==> config.mk <==
export PLATFORM = sky130hd
export DESIGN_NAME = instr_queue
export DESIGN_NICKNAME = d
export VERILOG_FILES = /design/src/rtl/rv_pkg.sv /design/src/rtl/instr_queue_mem.sv /design/src/rtl/instr_queue.sv
export SDC_FILE = /design/constraint.sdc
export NUM_CORES = 1
export LEC_CHECK = 0
export ABC_AREA = 0
export CAP_MARGIN = 10
export CORE_MARGIN = 4
export CORE_UTILIZATION = 49
export CTS_CLUSTER_SIZE = 10
export DETAILED_ROUTE_END_ITERATION = 10
export MAX_ROUTING_LAYER = met4
export PLACE_DENSITY_LB_ADDON = 0.12
export SYNTH_ARGS = -nofsm -noshare
export SYNTH_HDL_FRONTEND = slang
export SYNTH_HIERARCHICAL = 1
export SYNTH_SLANG_ARGS = --single-unit
==> constraint.sdc <==
create_clock -name i_clk -period 9.8 [get_ports i_clk]
set_clock_uncertainty 0.2 [all_clocks]
set_input_delay 1.96 -clock i_clk [delete_from_list [all_inputs] [get_ports i_clk]]
set_output_delay 1.96 -clock i_clk [all_outputs]
set_load 0.03 [all_outputs]
==> src/rtl/rv_pkg.sv <==
// Shared definitions for the fetch/decode boundary: NOP bubble encoding and
// the layout of one buffered instruction-queue entry.
package rv_pkg;

  localparam int XLEN = 32;
  localparam logic [XLEN-1:0] NOP_INSTR = 32'h0000_0013;

  // Entry layout, MSB to LSB: {instr, addr, incr_addr}
  localparam int ENTRY_W   = 3 * XLEN;
  localparam int INSTR_LSB = 2 * XLEN;
  localparam int ADDR_LSB  = XLEN;
  localparam int INCR_LSB  = 0;

  typedef logic [ENTRY_W-1:0] entry_t;

  function automatic entry_t pack_entry(input logic [XLEN-1:0] instr,
                                        input logic [XLEN-1:0] addr,
                                        input logic [XLEN-1:0] incr_addr);
    return {instr, addr, incr_addr};
  endfunction

endpackage

==> src/rtl/instr_queue_mem.sv <==
// Entry storage for instr_queue: one synchronous write port and one
// asynchronous read port. The array carries no reset.
module instr_queue_mem
  import rv_pkg::*;
#(
  parameter int DEPTH = 4,
  parameter int AW    = $clog2(DEPTH)
) (
  input  logic          i_clk,
  input  logic          i_we,
  input  logic [AW-1:0] i_waddr,
  input  entry_t        i_wdata,
  input  logic [AW-1:0] i_raddr,
  output entry_t        o_rdata
);

  entry_t mem_q [DEPTH];

  always_ff @(posedge i_clk) begin
    if (i_we) begin
      mem_q[i_waddr] <= i_wdata;
    end
  end

  assign o_rdata = mem_q[i_raddr];

endmodule

==> src/rtl/instr_queue.sv <==
// Fetch-to-decode instruction queue: circular buffer with valid/ready on both
// sides, whole-queue flush, and a NOP bubble presented while empty.
module instr_queue
  import rv_pkg::*;
#(
  parameter int DEPTH = 4
) (
  input  logic                     i_clk,
  input  logic                     i_rst,
  input  logic                     i_in_valid,
  output logic                     o_in_ready,
  input  logic [31:0]              i_instr,
  input  logic [31:0]              i_instr_addr,
  input  logic [31:0]              i_incr_instr_addr,
  input  logic                     i_flush,
  output logic                     o_valid,
  input  logic                     i_ready,
  output logic [31:0]              o_instr,
  output logic [31:0]              o_instr_addr,
  output logic [31:0]              o_incr_instr_addr,
  output logic [$clog2(DEPTH):0]   o_count
);

  localparam int AW = $clog2(DEPTH);
  localparam int CW = AW + 1;

  logic [AW-1:0] wr_ptr_q, wr_ptr_d;
  logic [AW-1:0] rd_ptr_q, rd_ptr_d;
  logic [CW-1:0] count_q, count_d;

  logic   full;
  logic   empty;
  logic   push;
  logic   pop;
  logic   mem_we;
  entry_t wr_entry;
  entry_t rd_entry;

  // Handshake depends only on registered occupancy; no full pass-through.
  assign full       = (count_q == CW'(DEPTH));
  assign empty      = (count_q == '0);
  assign o_in_ready = ~full;
  assign o_valid    = ~empty;
  assign o_count    = count_q;

  assign push     = i_in_valid & o_in_ready;
  assign pop      = o_valid & i_ready;
  assign mem_we   = push & ~i_flush;
  assign wr_entry = pack_entry(i_instr, i_instr_addr, i_incr_instr_addr);

  always_comb begin
    wr_ptr_d = wr_ptr_q;
    rd_ptr_d = rd_ptr_q;
    count_d  = count_q;
    if (i_flush) begin
      wr_ptr_d = '0;
      rd_ptr_d = '0;
      count_d  = '0;
    end else begin
      if (push) begin
        wr_ptr_d = wr_ptr_q + AW'(1);
      end
      if (pop) begin
        rd_ptr_d = rd_ptr_q + AW'(1);
      end
      case ({push, pop})
        2'b10:   count_d = count_q + CW'(1);
        2'b01:   count_d = count_q - CW'(1);
        default: count_d = count_q;
      endcase
    end
  end

  always_ff @(posedge i_clk) begin
    if (i_rst) begin
      wr_ptr_q <= '0;
      rd_ptr_q <= '0;
      count_q  <= '0;
    end else begin
      wr_ptr_q <= wr_ptr_d;
      rd_ptr_q <= rd_ptr_d;
      count_q  <= count_d;
    end
  end

  instr_queue_mem #(
    .DEPTH (DEPTH),
    .AW    (AW)
  ) u_mem (
    .i_clk   (i_clk),
    .i_we    (mem_we),
    .i_waddr (wr_ptr_q),
    .i_wdata (wr_entry),
    .i_raddr (rd_ptr_q),
    .o_rdata (rd_entry)
  );

  // Stale storage must never leak to decode while empty.
  always_comb begin
    o_instr           = NOP_INSTR;
    o_instr_addr      = '0;
    o_incr_instr_addr = '0;
    if (o_valid) begin
      o_instr           = rd_entry[INSTR_LSB +: XLEN];
      o_instr_addr      = rd_entry[ADDR_LSB  +: XLEN];
      o_incr_instr_addr = rd_entry[INCR_LSB  +: XLEN];
    end
  end

endmodule

# Word-level counts from Yosys, hierarchy flattened
# Memories as Yosys holds them, arrays and structs flattened. A register that Yosys moved wholly into a read port is not among the register bits.
# Index checks and enable logic that the tools add are counted.
[totals]
regBits = 7
elab_cells = 28
output_inout_bits = 101
mem_count = 1
input_bits = 101
ramBits = 384
[memory_table]
columns = ["memory", "words", "width", "rd", "rd_clocked_by_memory_dff", "write_ports", "line", "source"]
rows = [
  ["u_mem.mem_q", 4, 96, 1, 1, 1, "instr_queue_mem.sv:17", "entry_t mem_q [DEPTH];"],
]
[classes]
n_addsub = 4
muxes = 8
n_bitwise = 6
reduce_logical = 3
n_eq_ne = 3
[op_table]
columns = ["operator", "count"]
rows = [
  ["$mux 32", 3],
  ["$pmux 3 s2", 1],
  ["$add 2x1->2 const B", 2],
  ["$mux 2", 2],
  ["$add 3x1->3 const B", 1],
  ["$and 1x1->1", 3],
  ["$eq 3x3->1 const B", 1],
  ["$logic_not 3->1", 1],
  ["$not 1->1", 3],
  ["$sub 3x1->3 const B", 1],
  ["$eq 2x1->1 const B", 1],
  ["$eq 2x2->1 const B", 1],
  ["$mux 1", 2],
  ["$reduce_bool 2->1", 1],
  ["$reduce_or 2->1", 1],
]

# Depth between registers and ports, before layout
[depth]
depth_word = 6
depth_mapped = 9
mapped_depth_nobuf = 9

# By module
# The synthesis kept the hierarchy.
[by_module_without_submodules]
columns = ["mod", "area_each_um2", "n_inst", "cells_per_inst"]
rows = [
  ["instr_queue_mem", 13889.6, 1, 506],
  ["instr_queue", 1102.3, 1, 150],
]

# Least setup slack after synthesis
# Ideal clock, no wire load.
[synth_timing]
kind = "in2reg"
start = "input port i_in_valid"
end = "memory u_mem/mem_q[0][0] (netlist bit), enable pin"
setup_slack_ps = -269
arrival_ps = 9181
setup_time_ps = 688
path_buffers = 0
path_stages = 3
cell_sequence = "nand2_1 -> nor2_1 -> nor3b_1"
[synth_between]
elab_chain_cells = 4
[synth_lines]
columns = ["item", "line", "source"]
rows = [
  ["from (decl)", "instr_queue.sv:10", "input logic i_in_valid,"],
  ["$and 1x1->1", "instr_queue.sv:46", "assign push = i_in_valid & o_in_ready;"],
  ["$and 1x1->1", "instr_queue.sv:48", "assign mem_we = push & ~i_flush;"],
  ["net mem_we", "instr_queue.sv:35", "logic mem_we;"],
  ["$mux 1", "instr_queue_mem.sv:20", "if (i_we) begin"],
  ["$mux 1 (not written as such)", "instr_queue_mem.sv:21", "mem_q[i_waddr] <= i_wdata;"],
  ["to (decl)", "instr_queue_mem.sv:17", ""],
]
# The timed path passes the listed nets, and every way through them passes these cells.

==> results.txt <==
The final period demand of the worst path came out at 6.099 ns. Ranked by total cell area, the synthesized netlist is headed by sky130_fd_sc_hd__edfxtp_1, sky130_fd_sc_hd__mux4_2, sky130_fd_sc_hd__and2_1, sky130_fd_sc_hd__and2_4, sky130_fd_sc_hd__dfxtp_1. The CTS clock-pin slew for the worst setup and hold paths is 0.05 ns. The clock root buffer master is sky130_fd_sc_hd__clkbuf_16. After detailed routing, the number of vias per cell comes to 5.423. The static power due to leakage came out at 5.799 nW.

The fill cell total of the finished layout is 2,106. The H-tree was split into 2 levels. The worst path buffer plus inverter count is 2. The number of sinks on the clock net is 391. The signed area change from the synthesized netlist to the final layout came out at 23.53%. Of the available clock period, the critical path in the final layout requires 62.24%.

The most used flip-flop cell after synthesis is sky130_fd_sc_hd__edfxtp_1. The width of the die came out at 182.9 µm. In this run, post-CTS hold repair placed 0 buffers. The number of nets in the synthesized netlist is 759. The async set-reset flop share out of synthesis is 0%. The total global-route track usage is 18.09%.

In this run the critical register-to-register path is launched from o_count[0]. The average detailed-routed wire length per instance is 22.42 µm. The relative slew slack came out at 23.93%. The number of flops mapped to enable cells by yosys came out at 384. Along the worst path, the maximum fanout reaches 52.

Walking the worst path, the cells encountered are buf_4, mux4_2, nand2b_1, clkdlybuf4s50_1. The initial core utilization came out at 50.18%. The data arrival time at the worst-slack endpoint is 3.94 ns.

The flow ran to the end, and the final reports show no timing, DRC or antenna violations. Pin placement for this block handled 202 I/O pins. The number of DRC violations after detailed routing is 0. Setup total negative slack on the finished layout was measured at 0 ns. By count the netlist is led by sky130_fd_sc_hd__edfxtp_1, sky130_fd_sc_hd__mux4_2, sky130_fd_sc_hd__and2_1, sky130_fd_sc_hd__and2_4. The number of gates resized after CTS was 0.

After synthesis the cells add up to 14,990 µm². On the worst path, the slowest cell contributes a delay of 0.99 ns. The initial antenna violation count is 3.

At the worst endpoint, the required time is 7.64 ns. The number of violations reported at the end of detailed-routing iteration 0 is 425. Broken down by cell family, the worst path's largest delay share belongs to buffers and inverters.

In the final layout, the share of cells above drive strength 1 is 21.08%. The proportion of synthesized chip area in sequential cells is 77.85%. The final global-route overflow total is 0. The transition at the pin with the smallest max-transition slack is 1.141 ns. After synthesis, the largest area contributor takes up 76.92% of total cell area.

The via count of the first global-routing pass is 7,837. The final net count is 980. The maximum vdd ir drop is 120.8 µV. The core box area came out at 29,870 µm². The synthesis warning total is 6. The first-pass GRT wire length is 45.01 mm. The count of nets left with antenna violations once routing finished came out at 0. The total number of cells along the worst setup path came out at 4.

The number of optimization iterations in the first detailed-route pass came out at 4. Among all cell types in the netlist, the one instantiated most often is sky130_fd_sc_hd__edfxtp_1. The count of state elements after synthesis is 391. Dividing total power by cell area gives a power density of 189.5 nW/µm². Entering global routing, the biggest net connects 98 pins.

The endpoint identified for the worst register-to-register timing path is u_mem/mem_q[2][56]. The TritonCTS clock tree is done. The worst setup path is captured at an output pin.

The HPWL after detailed placement is 16.28 mm. The cell count of the worst reg-to-reg path came out at 6. The floorplan step set the die height to 182.9 µm. The average instance area after synthesis came out at 22.85 µm². The gate count after technology mapping came out at 656. The library cell with the largest summed area after synthesis is sky130_fd_sc_hd__edfxtp_1. The clock passes through at most 3 buffers. The wire length reported by the detailed router came out at 28.70 mm.

In this run the tool buffered the top-level ports with 201 buffer cells. The number of max-cap violations came out at 0. The total clock buffers created by CTS came out at 45. The cell with the biggest individual delay on the critical path is sky130_fd_sc_hd__dfxtp_4. Setup violations remaining at the end of the flow were counted as 0.

STA classifies the critical path startpoint as a flip-flop. Static timing analysis puts the maximum clock frequency at 164.0 MHz. The total count of max-transition violations in the final report came to 0. The via count came out at 6,942. The global placement routability congestion is 0.7466.

The post-route total power came out at 3.509 mW. The type of the setup path with the least slack is reg -> out. The register-to-register setup slack came out at 6.58 ns. Along the worst hold path, the cell count comes to 2.

The die covers 33,460 µm². Setup repair after global routing left no endpoint under its margin. The number of distinct library cells after synthesis is 26. Clock latency on the worst-skew pair, taken at its later pin, is 0.52 ns.

The hold violation count in the final report came to 0. The most critical setup path has its endpoint at o_instr[1]. The placement row count is 63.

Tracing the worst setup path back leads to its startpoint at rd_ptr_q[0]. The type of the worst min-delay path is reg -> reg. The setup fix buffers added after clock tree synthesis came out at 0.
## worst min-delay path by stage
stage	from	endpoint	slack, ns
final	wr_ptr_q[1]	wr_ptr_q[1]	0.37
after global routing	wr_ptr_q[1]	wr_ptr_q[1]	0.40
after CTS	wr_ptr_q[1]	wr_ptr_q[1]	0.37
after global placement	o_count[2]	o_count[2]	0.32
after detailed placement	wr_ptr_q[1]	wr_ptr_q[1]	0.36
after floorplan	rd_ptr_q[1]	rd_ptr_q[1]	0.27
## state kept, by name, indices dropped and copies added, names as in the netlist
| register | cells |
|---|---|
| o_count | 3 |
| rd_ptr_q | 2 |
| u_mem/mem_q | 384 |
| wr_ptr_q | 2 |
## area by class of cell
type                       count  area (µm²)  area share, %
clock inverter                 2       8.758        0.04729
tap                          390       488.0          2.635
clock buffer                  55        1164          6.283
multi-input combinational    225        3085          16.66
antenna                        3       7.507        0.04054
inverter                       6       22.52         0.1216
timing repair buffer         208        2064          11.15
sequential                   391       11680          63.06
## where the power goes
group | internal (mW) | switching (mW)
sequential | 1.87 | 0.00987
combinational | 0.125 | 0.135
clock | 0.818 | 0.554
total | 2.81 | 0.698
## per-stage QoR
step	hold WS (ns)	worst slack, ns	util [%]	area, µm²	std cells
after detailed placement	0.3610	4.096	58.04	17340	1220
after global routing	0.3983	3.302	61.99	18520	1280
after global placement	0.3236	4.063	58.04	17340	1220
final	0.3655	3.701	61.99	18520	1280
after CTS	0.3683	3.519	61.96	18510	1277
after floorplan	0.2738	3.184	-	15000	656
## layer usage
layer,GRT usage (%),wire [µm],up-vias
li1,-,-,3103
met1,24.09,11980,3582
met3,4.403,1917,41
met4,4.827,540,0
met2,28.57,14260,216
met5,-,0,-
## worst min-delay path, cell delays in order (launching register included)
cell and delay (ns):
sky130_fd_sc_hd__dfxtp_1 0.36, sky130_fd_sc_hd__o21ai_0 0.09, sky130_fd_sc_hd__a21oi_1 0.06
## cell families after synthesis
family / count (synthesis) / share of synthesized area [%]
adder cells (fa/ha/maj): 2 / 0.2170
XOR/XNOR: 4 / 0.2337
AND/OR/NAND/NOR: 114 / 5.174
flip-flops: 391 / 77.85
buffers and inverters: 40 / 1.761
multiplexers: 96 / 14.42
AO/OA/AOI/OAI: 9 / 0.3422
## cell usage in the layout, fill, tap and decap left out, types with 4 or more instances in the layout
cell	netlist	routed
sky130_fd_sc_hd__mux4_2	96	96
sky130_fd_sc_hd__dfxtp_1	7	5
sky130_fd_sc_hd__inv_1	6	6
sky130_fd_sc_hd__clkbuf_16	0	45
sky130_fd_sc_hd__a21oi_1	4	4
sky130_fd_sc_hd__and2_1	63	63
sky130_fd_sc_hd__clkdlybuf4s50_1	0	201
sky130_fd_sc_hd__and2_4	30	30
sky130_fd_sc_hd__buf_4	0	7
sky130_fd_sc_hd__nor2_1	6	6
sky130_fd_sc_hd__clkbuf_1	12	10
sky130_fd_sc_hd__xor2_1	4	4
sky130_fd_sc_hd__edfxtp_1	384	384
No activity file was read; power rests on OpenSTA's default activity.
